**config.mk**
```make
export PLATFORM = sky130hd
export DESIGN_NAME = mips_store_buffer
export DESIGN_NICKNAME = d
export VERILOG_FILES = /design/src/rtl/mips_store_buffer.sv
export SDC_FILE = /design/constraint.sdc
export NUM_CORES = 1
export LEC_CHECK = 0
export ABC_AREA = 1
export BUFFER_PORTS_ARGS = -buffer_cell sky130_fd_sc_hd__buf_2
export CAP_MARGIN = 20
export CORE_MARGIN = 2
export CORE_UTILIZATION = 38
export CTS_CLUSTER_DIAMETER = 60
export DETAILED_ROUTE_END_ITERATION = 8
export MAX_ROUTING_LAYER = met4
export SLEW_MARGIN = 20
export SYNTH_ARGS = -nofsm -noshare
export SYNTH_HDL_FRONTEND = slang
export SYNTH_SLANG_ARGS = --single-unit
```
**constraint.sdc**
```tcl
create_clock -name clk -period 6 [get_ports clk]
set_clock_uncertainty 0.05 [all_clocks]
set_input_delay 0.6 -clock clk [delete_from_list [all_inputs] [get_ports clk]]
set_output_delay 0.6 -clock clk [all_outputs]
set_load 0.03 [all_outputs]
```
**src/rtl/mips_store_buffer.sv**
```systemverilog
// mips_store_buffer
// Data-memory stage behind the MIPS core. Stores are posted into a small FIFO
// and drained to a handshaked memory port one transaction at a time. Loads
// run as single outstanding reads and stall the core until their data is back.
//
// Build option: define STORE_FORWARD_EN to enable store-to-load forwarding.
// With it, a load that hits a queued store gets the youngest matching data
// combinationally. A load that misses is allowed to bypass the queued stores.
// Without it, a load waits until the FIFO has fully drained.
//
// state | meaning
// IDLE  | nothing outstanding on the memory port; pick the next transaction
// WR    | FIFO head is being written; wait for mem_ack, then pop
// RD    | core load is being read; wait for mem_ack, then capture data

module mips_store_buffer #(
    parameter int DEPTH = 4,
    parameter int AW    = 32,
    parameter int DW    = 32
) (
    input  logic          clk,
    input  logic          reset,
    input  logic          cpu_we,
    input  logic          cpu_re,
    input  logic [AW-1:0] direccion,
    input  logic [DW-1:0] palabra,
    output logic [DW-1:0] leer_dato,
    output logic          cpu_stall,
    output logic          mem_req,
    output logic          mem_we,
    output logic [AW-1:0] mem_addr,
    output logic [DW-1:0] mem_wdata,
    input  logic [DW-1:0] mem_rdata,
    input  logic          mem_ack
);

    localparam int PW = $clog2(DEPTH);
    localparam int CW = $clog2(DEPTH + 1);

    typedef enum logic [1:0] {
        S_IDLE = 2'd0,
        S_WR   = 2'd1,
        S_RD   = 2'd2
    } state_t;

    state_t state, state_next;

    // FIFO keeps only the word address; byte-offset bits are never used.
    logic [AW-3:0] fifo_waddr [DEPTH];
    logic [DW-1:0] fifo_data  [DEPTH];
    logic [PW-1:0] rd_ptr, wr_ptr;
    logic [CW-1:0] count;

    logic [DW-1:0] load_reg;
    logic          load_done;

    logic          ack;
    logic          fifo_full;
    logic          push;
    logic          pop;
    logic          load_req;
    logic          load_go;
    logic          load_capture;
    logic          fwd_hit;
    logic [DW-1:0] fwd_data;

    logic          req_next;
    logic          we_next;
    logic [AW-1:0] addr_next;
    logic [DW-1:0] wdata_next;

    logic          unused_low;

    assign unused_low = ^direccion[1:0];

    // An ack with no request outstanding (e.g. straggling in after a reset)
    // must not advance anything.
    assign ack       = mem_ack & mem_req;
    assign fifo_full = (count == CW'(DEPTH));

    // Store has priority when both strobes are high; the read is dropped.
    assign push      = cpu_we & ~fifo_full;

    // load_done marks the single cycle in which the captured data is being
    // returned; the same load must not be re-issued in that cycle.
    assign load_req  = cpu_re & ~cpu_we & ~load_done;

`ifdef STORE_FORWARD_EN
    // Scan oldest to youngest so the last hit is the youngest matching store.
    always_comb begin
        fwd_hit  = 1'b0;
        fwd_data = '0;
        for (int i = 0; i < DEPTH; i++) begin
            if (cpu_re && !cpu_we && (i < int'(count)) &&
                (fifo_waddr[rd_ptr + PW'(i)] == direccion[AW-1:2])) begin
                fwd_hit  = 1'b1;
                fwd_data = fifo_data[rd_ptr + PW'(i)];
            end
        end
    end

    assign load_go = load_req & ~fwd_hit;
`else
    assign fwd_hit  = 1'b0;
    assign fwd_data = '0;
    assign load_go  = load_req & (count == '0);
`endif

    assign cpu_stall = (cpu_we & fifo_full) | (load_req & ~fwd_hit);
    assign leer_dato = fwd_hit ? fwd_data : load_reg;

    // FIFO storage; pointers and count live in the reset domain below.
    always_ff @(posedge clk) begin
        if (push) begin
            fifo_waddr[wr_ptr] <= direccion[AW-1:2];
            fifo_data[wr_ptr]  <= palabra;
        end
    end

    // FIFO pointers and occupancy; a pop frees a slot only for the next cycle.
    always_ff @(posedge clk) begin
        if (reset) begin
            rd_ptr <= '0;
            wr_ptr <= '0;
            count  <= '0;
        end else begin
            if (push) begin
                wr_ptr <= wr_ptr + PW'(1);
            end
            if (pop) begin
                rd_ptr <= rd_ptr + PW'(1);
            end
            case ({push, pop})
                2'b10:   count <= count + CW'(1);
                2'b01:   count <= count - CW'(1);
                default: count <= count;
            endcase
        end
    end

    // Next-state and next memory-port values; port outputs are registered.
    always_comb begin
        state_next   = state;
        req_next     = mem_req;
        we_next      = mem_we;
        addr_next    = mem_addr;
        wdata_next   = mem_wdata;
        pop          = 1'b0;
        load_capture = 1'b0;
        case (state)
            S_IDLE: begin
                if (load_go) begin
                    state_next = S_RD;
                    req_next   = 1'b1;
                    we_next    = 1'b0;
                    addr_next  = {direccion[AW-1:2], 2'b00};
                end else if (count != '0) begin
                    state_next = S_WR;
                    req_next   = 1'b1;
                    we_next    = 1'b1;
                    addr_next  = {fifo_waddr[rd_ptr], 2'b00};
                    wdata_next = fifo_data[rd_ptr];
                end
            end
            S_WR: begin
                if (ack) begin
                    state_next = S_IDLE;
                    req_next   = 1'b0;
                    pop        = 1'b1;
                end
            end
            S_RD: begin
                if (ack) begin
                    state_next   = S_IDLE;
                    req_next     = 1'b0;
                    load_capture = 1'b1;
                end
            end
            default: begin
                state_next = S_IDLE;
                req_next   = 1'b0;
            end
        endcase
    end

    // State register and registered memory-port outputs.
    always_ff @(posedge clk) begin
        if (reset) begin
            state     <= S_IDLE;
            mem_req   <= 1'b0;
            mem_we    <= 1'b0;
            mem_addr  <= '0;
            mem_wdata <= '0;
        end else begin
            state     <= state_next;
            mem_req   <= req_next;
            mem_we    <= we_next;
            mem_addr  <= addr_next;
            mem_wdata <= wdata_next;
        end
    end

    // Load data capture and the one-cycle data-return flag.
    always_ff @(posedge clk) begin
        if (reset) begin
            load_reg  <= '0;
            load_done <= 1'b0;
        end else begin
            load_done <= load_capture;
            if (load_capture) begin
                load_reg <= mem_rdata;
            end
        end
    end

endmodule
```
Word-level counts from Yosys, hierarchy flattened
Memory sizes are Yosys's and may differ from the RTL's. A register that Yosys moved wholly into a read port is not among the register bits.
Index checks and enable logic that the tools add are counted.
Widths: inputs -> output; s select.
- register bits: 76
- memory bits (writable): 248
- bits of input ports: 101
- memories kept: 2
- memory list (name ; depth ; bits a word ; rd ports ; clocked after memory_dff ; wr ports ; line ; RTL):
    fifo_data ; 4 ; 32 ; 1 ; 1 ; 1 ; 50 ; logic [DW-1:0] fifo_data [DEPTH];
    fifo_waddr ; 4 ; 30 ; 1 ; 1 ; 1 ; 49 ; logic [AW-3:0] fifo_waddr [DEPTH];
- add/subtract/negate cells: 4
- equality and inequality tests: 7
- multiplexer cells: 19
- bitwise logic cells: 11
- reduce and logical (&&, ||, !) cells: 9
- operators with widths (cell ; number):
    $mux 32 ; 2
    $mux 2 ; 5
    $mux 1 ; 9
    $and 1x1->1 ; 6
    $pmux 3 s2 ; 1
    $add 2x1->2 const B ; 2
    $eq 2x1->1 const B ; 2
    $eq 2x2->1 const B ; 2
    $not 1->1 ; 4
    $pmux 2 s2 ; 1
    $reduce_and 2->1 ; 2
    $reduce_bool 2->1 ; 2
    $add 3x1->3 const B ; 1
    $eq 3x3->1 const B ; 1
    $logic_not 3->1 ; 1
    $ne 3x3->1 const B ; 1
    $reduce_and 3->1 ; 1
    $reduce_bool 3->1 ; 1
    $sub 3x1->3 const B ; 1
    $logic_not 2->1 ; 1
    $ne 2x1->1 const B ; 1
    $pmux 1 s2 ; 1
    $reduce_or 2->1 ; 1
    $or 1x1->1 ; 1

Logic depth before layout (Yosys ltp)
Gate-level depths: netlist of the first run.
- depth in word-level cells: 6
- mapped depth: 12
- depth with buffers taken out: 12

Worst setup path before layout of the first run
Ideal clock, no wire load.
- kind: input to register
- start point: input port cpu_we
- end point: memory fifo_data[0][0] (enable)
- setup time: 0.482 ns
- data arrival time: 3.302 ns
- data required time: 5.468 ns
- path slack: 2.166 ns
- cell stages on the path: 2
- cell sequence: o21ai_2 > nor2_1
- longest elaborated chain between the ends: 3
- ends and longest elaborated chain (what ; line ; RTL):
    from (decl) ; 23 ; input logic cpu_we,
    $and 1x1->1 ; 82 ; assign push = cpu_we & ~fifo_full;
    $mux 1 ; 114 ; if (push) begin
    $mux 1 (not written as such) ; 116 ; fifo_data[wr_ptr] <= palabra;
    to (decl) ; 50 ;
No other way between the ends.

==> results.toml, run 1 <==
[clocking]
ctsHtreeMaxLevel = 2
cts_tree = "built"
ctsResizeCount = 0
clk_pin_slew_ns = 0.06
post_cts_buffers = 0
clock-sinks = 356
cts_buffers = 41
clock-root-buffer = "clkbuf_16"
clk_latency_ns = 0.56
clock_path_buffers = 3
ctsHoldBuffers = 0

[worst_setup_path]
crit_type = "reg -> reg"
critPathMaxStageDelay_ns = 0.94
path_cells = "buf_4 -> clkinv_2 -> nand2_1 -> nand3_1 -> a21oi_1 -> nor2_1 -> nor2_1"
cp-end-kind = "register"
required_ns = 6.44
cp-start-kind = "register"
arrival_ns = 3.10
worstPathMaxFanout = 61
slowest_stage = "clkinv_2"
crit_top_cell = "nor2_1"

[routing]
routed_wl_um = 33400
vias = 9808
drtIter0Drc = 467
drt_first_pass_iters = 4
vias_per_cell = 4.59
wl_per_cell_um = 15.6
ant_nets = 0
drt_drc_violations_left = 0

[synth]
synthCells = 1411
ys_seq_area_share_pct = 66.9
synth-edff-count = 248
synth_ff_type = "edfxtp_1"
ys_warn_count = 0
synth_cell_types = 32
synth-seq-cells = 356
async_flop_share_pct = 0
syn_area_um2 = 14400
syn_avg_cell_area_um2 = 10.2

[timing]
period_share_pct = 44.4
slew_headroom_pct = 36.4
worst_pin_slew_ns = 0.952
period_needed_ns = 2.66
setup_violations = 0
hold_violations = 0
fmax_ghz = 0.375
whs_ns = 0.195
drv_slew = 0
rsz0062_at_grt = "no"
final.setup.tns_ns = 0

[placed_design]
io_buffers = 195
hpwl_um = 19200
routabilityCongestion = 0.729

[pwr]
peakVddDrop_v = 0.000277
leakagePower_nw = 7.12
power_density_nw_per_um2 = 369

[worst_hold_path]
min_path_type = "in -> reg"

[flow_run]
max_cap_violations = 0

[global_routing]
grt_pass1_vias = 9321
grt_max_degree = 67
grt.total_usage_pct = 17.6
grt-ovfl-total = 0
grt_pass1_wl_um = 51200
antenna_found_initial = 7

[cells_and_area]
nFillCells = 3614
seqCellArea_um2 = 9610
area_delta_synth_final_pct = 18.6
multi_input_comb_area_um2 = 3550
drive_above_1_share_pct = 18.1
nNetsFinal = 1697

[floorplanning]
rows = 71
start_util_pct = 38.3
ios = 200
die_h_um = 198
dieArea_um2 = 39400
core-area_um2 = 37500
die_width_um = 198

[outcome]
status = "complete, no violations"
==> through the flow <==
stage	total power [mW]	instances	area (um^2)	setup WS [ns]	util, %
floorplan	3.58	1412	14400	2.17	-
global placement	3.85	2054	15600	3.09	41.7
detailed placement	3.87	2055	15700	3.19	41.8
CTS	6.36	2131	17000	3.38	45.4
global route	6.57	2138	17000	3.02	45.5
finish	6.29	2138	17000	3.34	45.5
==> synth_stat cells, types with 2 or more instances <==
cell type	number	share of area, %
o21ai_0	116	4.0
a21oi_1	73	2.5
o22ai_1	32	1.4
buf_2	30	1.0
nand3_1	64	2.2
o21ai_1	17	0.59
nand2_4	2	0.16
buf_6	15	1.2
inv_1	196	5.1
nand3_4	2	0.24
dlygate4sd1_1	4	0.24
inv_4	2	0.087
dlymetal6s2s_1	2	0.17
nor2_1	197	5.1
inv_2	5	0.13
edfxtp_1	248	52
buf_4	2	0.10
clkbuf_1	24	0.63
nand2_2	2	0.087
nand2_1	252	6.6
dfxtp_1	108	15
ha_1	8	0.70
==> path summary, 6_finish.rpt <==
path | startpoint | endpoint | slack (ns) | cells past startpoint
worst max-delay path | register | mem_addr[15]$_SDFFE_PP0P_ | 3.34 | 7
worst min-delay path | palabra[20] | fifo_data[3][20]$_DFFE_PP_ | 0.20 | 1
worst max register to register | register | mem_addr[15]$_SDFFE_PP0P_ | 3.34 | 7
worst min register to register | leer_dato[2]$_SDFFE_PP0P_ | leer_dato[2]$_SDFFE_PP0P_ | 0.39 | 2
==> flip-flops by register name, indices dropped and copies added (netlist names), named ones only <==
name	count
fifo_data	128
fifo_waddr	120
leer_dato	32
mem_wdata	32
mem_addr	30
count	3
rd_ptr	2
state	2
wr_ptr	2
load_done	1
mem_req	1
mem_we	1
==> area by class of cell <==
| cell class | instances | area share (%) |
|---|---|---|
| diodes | 7 | 0.103 |
| clock buffers | 56 | 6.53 |
| clock inverters | 20 | 1.42 |
| inverters | 204 | 4.54 |
| multi-input cells | 775 | 20.8 |
| flip-flops and latches | 356 | 56.4 |
| well taps | 511 | 3.75 |
| repair buffers | 209 | 6.42 |
==> metal layers <==
metal	GRT usage, %	part of all wire, %	vias to the layer above
li1	-	-	4973
met1	21.4	43	4562
met2	28.9	48	231
met3	4.82	6.8	42
met4	5.20	1.6	0
met5	-	0	-
==> critical path, delay by kind of cell, from the launching register on <==
kind | cells | cell delay [ns]
AO/OA/AOI/OAI | 1 | 0.20
buffers and inverters | 2 | 1.50
AND/OR/NAND/NOR | 4 | 0.47
flip-flops | 1 | 0.31
==> report_power, final <==
group,switching [mW],leakage [nW],internal [mW]
clock network,1.00,0.651,1.49
logic,0.658,3.30,0.254
registers,0.0677,3.16,2.82
==> placed cells by master, fill, tap and decap left out, types with 8 or more instances in the layout <==
cell       synthesis  final
inv_1            196    196
a21oi_1           73     73
ha_1               8      8
buf_4              2     13
o21ai_1           17     17
o21ai_0          116    116
dfxtp_1          108    106
nor2_1           197    193
nand3_1           64     63
buf_2             30    195
clkbuf_16          0     41
o22ai_1           32     32
nand2_1          252    252
edfxtp_1         248    248
clkbuf_1          24     12
==> kinds of logic after synthesis <==
| kind of cell | synth area share (%) |
|---|---|
| flops | 66.9 |
| fa+ha+maj | 0.836 |
| other cells | 0.0261 |
| compound gates | 8.82 |
| buf+inv | 8.73 |
| simple gates | 14.7 |
Power figures use the tool's default switching activity.
==> run 2: changes to the inputs <==
- clock period: 6 -> 2.7 ns (I/O delays scaled with it)
==> results.toml, run 2 (synthesis results as in run 1) <==
[outcome]
status = "complete, no violations"

[placed_design]
place_inst = 2067
place_ws_ns = 0.742
place_area_um2 = 15900
hpwl_um = 19700
io_buffers = 195
routabilityCongestion = 0.737

[floorplanning]
die_width_um = 198
dieArea_um2 = 39400
core-area_um2 = 37500
die_h_um = 198
rows = 71
start_util_pct = 38.3
ios = 200

[worst_setup_path]
cp-start-kind = "register"
arrival_ns = 2.41
cp-end-kind = "register"
timing.rr.start = "state[1]$_SDFFE_PP0P_"
rr_worst_depth = 12
required_ns = 3.14
rr_endpoint = "count[2]$_SDFFE_PP0P_"
cp-startpoint = "state[1]$_SDFFE_PP0P_"
worstPathMaxFanout = 3
crit_end = "count[2]$_SDFFE_PP0P_"
critPathMaxStageDelay_ns = 0.38
slowest_stage = "fa_1"
crit_top_cell = "inv_1"
crit_type = "reg -> reg"
path_cells = "inv_1 -> ha_1 -> nand3_1 -> inv_1 -> ha_1 -> inv_1 -> fa_1 -> a21oi_1 -> o21ai_0 -> nand2_1 -> nand2_1 -> nor2_1"
ff2ff_setup_slack_ns = 0.73

[routing]
ant_nets = 0
drtIter0Drc = 560
vias = 10400
drt_first_pass_iters = 5
vias_per_cell = 4.65
highest_layer = "met4"
wl_met1_um = 15200
met3_length_um = 1850
wl_per_cell_um = 15.5
drt_drc_violations_left = 0
wl_met2_um = 16900
routed_wl_um = 34700

[cells_and_area]
seqCellArea_um2 = 9610
nFillCells = 3394
stdcell_area_um2 = 18300
fin_cells = 2241
nNetsFinal = 1806
final_common_cell = "nand2_1"
postLayoutCoreUtil_pct = 48.7
area_delta_synth_final_pct = 27.1
top_register = "fifo_data"
drive_above_1_share_pct = 18.2
final_cell_mix = "nand2_1, edfxtp_1, inv_1"
reg_top3 = "fifo_data x128, fifo_waddr x120"
largest_reg_flops = 128
multi_input_comb_area_um2 = 3550

[clocking]
ctsHtreeMaxLevel = 2
clock-sinks = 356
ctsResizeCount = 0
clk_latency_ns = 0.56
cts_buffers = 41
cts_tree = "built"
clk_pin_slew_ns = 0.06
clock-root-buffer = "clkbuf_16"
clock_path_buffers = 3

[flow_run]
max_cap_violations = 0

[global_routing]
grt.total_usage_pct = 18.1
grt_pass1_vias = 10000
antenna_found_initial = 1
grt_pass1_wl_um = 53600
grt_max_degree = 67
grt-ovfl-total = 0

[pwr]
power_frac_comb_pct = 15.4
power.switching_mw = 3.93
clkPwrFrac_pct = 39.6
leakagePower_nw = 7.66
peakVddDrop_v = 0.000685
total_power_mw = 14.3
p_int_mw = 10.3
seqPwrFrac_pct = 45.0
power_density_nw_per_um2 = 782
netSwitchingFraction_pct = 27.5

[timing]
period_needed_ns = 1.97
slew_headroom_pct = 46.8
whs_ns = 0.163
worst_pin_slew_ns = 0.795
drv_slew = 0
hold_violations = 0
fmax_ghz = 0.508
final.setup.tns_ns = 0
setup_violations = 0
period_share_pct = 72.9
rsz0062_at_grt = "no"
setup_ws_ns = 0.732

[worst_hold_path]
hold_start = "cpu_re"
min_path_type = "in -> reg"
[run 2: cell count changes in the layout (fill, tap and decap cells not counted), moves of 2 or more]
cell | before | now
clkinv_4 | 3 | 1
clkbuf_1 | 12 | 7
buf_12 | 1 | 11
clkbuf_8 | 3 | 6
buf_4 | 13 | 15
diode_2 | 7 | 1
clkinv_1 | 5 | 1
dlygate4sd3_1 | 0 | 97
clkinv_2 | 5 | 10
[run 2: cell type report]
| class | count | share of cell area (%) |
|---|---|---|
| Sequential cell | 356 | 52.6 |
| Multi-Input combinational cell | 775 | 19.4 |
| Antenna cell | 1 | 0.0137 |
| Clock inverter | 22 | 1.46 |
| Inverter | 204 | 4.23 |
| Clock buffer | 54 | 6.22 |
| Tap cell | 511 | 3.50 |
| Timing Repair Buffer | 318 | 12.5 |
[run 2: per-layer routing]
layer	track usage (%)	vias up
li1	-	5184
met1	22.3	4928
met2	30.1	243
met3	3.93	58
met4	5.44	0
met5	-	-
[run 2: worst min path at each step]
stage | depth (start not counted) | to
6_report | 5 | state[1]$_SDFFE_PP0P_
5_1_grt | 5 | state[1]$_SDFFE_PP0P_
4_1_cts | 5 | state[1]$_SDFFE_PP0P_
3_5_place_dp | 2 | leer_dato[23]$_SDFFE_PP0P_
3_3_place_gp | 2 | leer_dato[9]$_SDFFE_PP0P_
2_1_floorplan | 0 | fifo_data[0][0]$_DFFE_PP_
[run 2: power groups by stage]
stage               registers (mW)  clock network [mW]  logic (mW)
CTS                           6.43                5.77        2.23
detailed placement            6.54                   0        2.10
floorplan                     6.97                   0       0.993
global route                  6.47                6.00        2.43
global placement              6.53                   0        2.08
finish                        6.43                5.65        2.20
[run 2: repair_timing]
action | CTS | global route
hold buffers | 97 | 0
setup buffers | 0 | 0
endpoints found under the hold margin | 286 | 0
[run 2: critical path: cells and delay by family, from the launching register on]
family / cells / cell delay, ns
buffers and inverters: 3 / 0.27
adder cells (fa/ha/maj): 3 / 0.66
AND/OR/NAND/NOR: 4 / 0.35
flip-flops: 1 / 0.32
AO/OA/AOI/OAI: 2 / 0.27
==> run 3: changes to the inputs <==
- clock period: 2.7 -> 1.8 ns (I/O delays scaled with it)
==> results.toml, run 3 (synthesis results as in run 1) <==
[worst_setup_path]
crit_type = "reg -> reg"
required_ns = 2.22
arrival_ns = 2.17
cp-end-kind = "register"
rr_worst_depth = 12
worstPathMaxFanout = 2
cp-start-kind = "register"

[floorplanning]
dieArea_um2 = 39400
core-area_um2 = 37500
start_util_pct = 38.3
die_width_um = 198
die_h_um = 198
ios = 200
rows = 71

[cells_and_area]
largest_reg_flops = 128
postLayoutCoreUtil_pct = 49.5
drive_above_1_share_pct = 20.1
nNetsFinal = 1832
final_common_cell = "nand2_1"
top_register = "fifo_data"
fin_cells = 2270
stdcell_area_um2 = 18600
final_cell_mix = "nand2_1, edfxtp_1, buf_2"
area_delta_synth_final_pct = 29.2
reg_top3 = "fifo_data x128, fifo_waddr x120"

[flow_run]
max_cap_violations = 0

[worst_hold_path]
min_delay_path_depth = 4
min_path_type = "in -> reg"

[timing]
rsz0062_at_grt = "yes"
setup_ws_ns = 0.0436
period_needed_ns = 1.76
fmax_ghz = 0.569
drv_slew = 0
setup_violations = 0
hold_violations = 0
final.setup.tns_ns = 0
period_share_pct = 97.6

[placed_design]
routabilityCongestion = 0.740
place_inst = 2091
place_area_um2 = 16100
place_ws_ns = -0.00334
hpwl_um = 20000
io_buffers = 195

[routing]
routed_wl_um = 34200
ant_nets = 0
vias = 10300
drt_drc_violations_left = 0
wl_per_cell_um = 15.1
drt_first_pass_iters = 4
drtIter0Drc = 575
vias_per_cell = 4.55

[clocking]
ctsHtreeMaxLevel = 2
clock-root-buffer = "clkbuf_16"
cts_buffers = 41
clk_latency_ns = 0.53
clock_path_buffers = 3
clk_pin_slew_ns = 0.05
cts_tree = "built"
clock-sinks = 356

[global_routing]
grt.total_usage_pct = 17.9
grt_max_degree = 66
antenna_found_initial = 3
grt_pass1_wl_um = 53500
grt_pass1_vias = 10100
grt-ovfl-total = 0

[pwr]
leakagePower_nw = 7.80
peakVddDrop_v = 0.000796
power_density_nw_per_um2 = 1160

[outcome]
status = "complete, no violations"
==> run 3: area by class of cell <==
class | instances | area [um^2]
fillers | 3474 | 18900
flip-flops and latches | 356 | 9620
multi-input cells | 775 | 3610
repair buffers | 344 | 2500
clock buffers | 54 | 1150
inverters | 204 | 777
well taps | 511 | 639
clock inverters | 22 | 254
diodes | 4 | 10.0
==> run 3: where the power goes <==
group	internal [mW]	total, mW	switching (mW)
Sequential	9.40	9.65	0.246
Combinational	1.16	3.41	2.25
Clock	5.24	8.49	3.25
Total	15.8	21.6	5.75
==> run 3: critical path, cell delays in order (launching register included) <==
cell and delay [ns]:
dfxtp_2 0.32, inv_2 0.07, ha_4 0.13, nand3_4 0.09, inv_4 0.08, ha_4 0.12, inv_2 0.03, fa_2 0.36
a21oi_2 0.17, o21ai_2 0.07, nand2_1 0.06, nand2_1 0.05, nor2_1 0.09
==> run 3: what timing repair did <==
item / CTS / global route
setup buffers: 3 / 0
cloned: 0 / 0
hold buffers: 96 / 0
pin swaps: 1 / 4
resized for setup: 3 / 12
setup endpoints to repair: 3 / 5
endpoints found under the hold margin: 318 / 0
==> run 3: metal layers <==
metal | wire [um] | global-route usage (%) | share of wire (%)
met5 | 0 | - | 0
met4 | 614 | 4.73 | 1.8
met3 | 1720 | 3.51 | 5.0
met2 | 16900 | 30.6 | 49
met1 | 15000 | 21.7 | 44
==> run 3: worst paths after layout <==
kind / from / to / slack, ns
worst max-delay path: state[1]$_SDFFE_PP0P_ / count[2]$_SDFFE_PP0P_ / 0.04
worst min-delay path: cpu_we / count[0]$_SDFFE_PP0P_ / 0.06
worst max register to register: state[1]$_SDFFE_PP0P_ / count[2]$_SDFFE_PP0P_ / 0.04
worst min register to register: leer_dato[23]$_SDFFE_PP0P_ / leer_dato[23]$_SDFFE_PP0P_ / 0.39
==> run 3: through the flow <==
step                      hold slack, ns  power (mW)
after floorplan                    0.229        11.9
after global placement             0.344        13.0
after detailed placement           0.347        13.1
after CTS                         0.0674        21.8
after global routing              0.0898        22.5
final                             0.0636        21.6
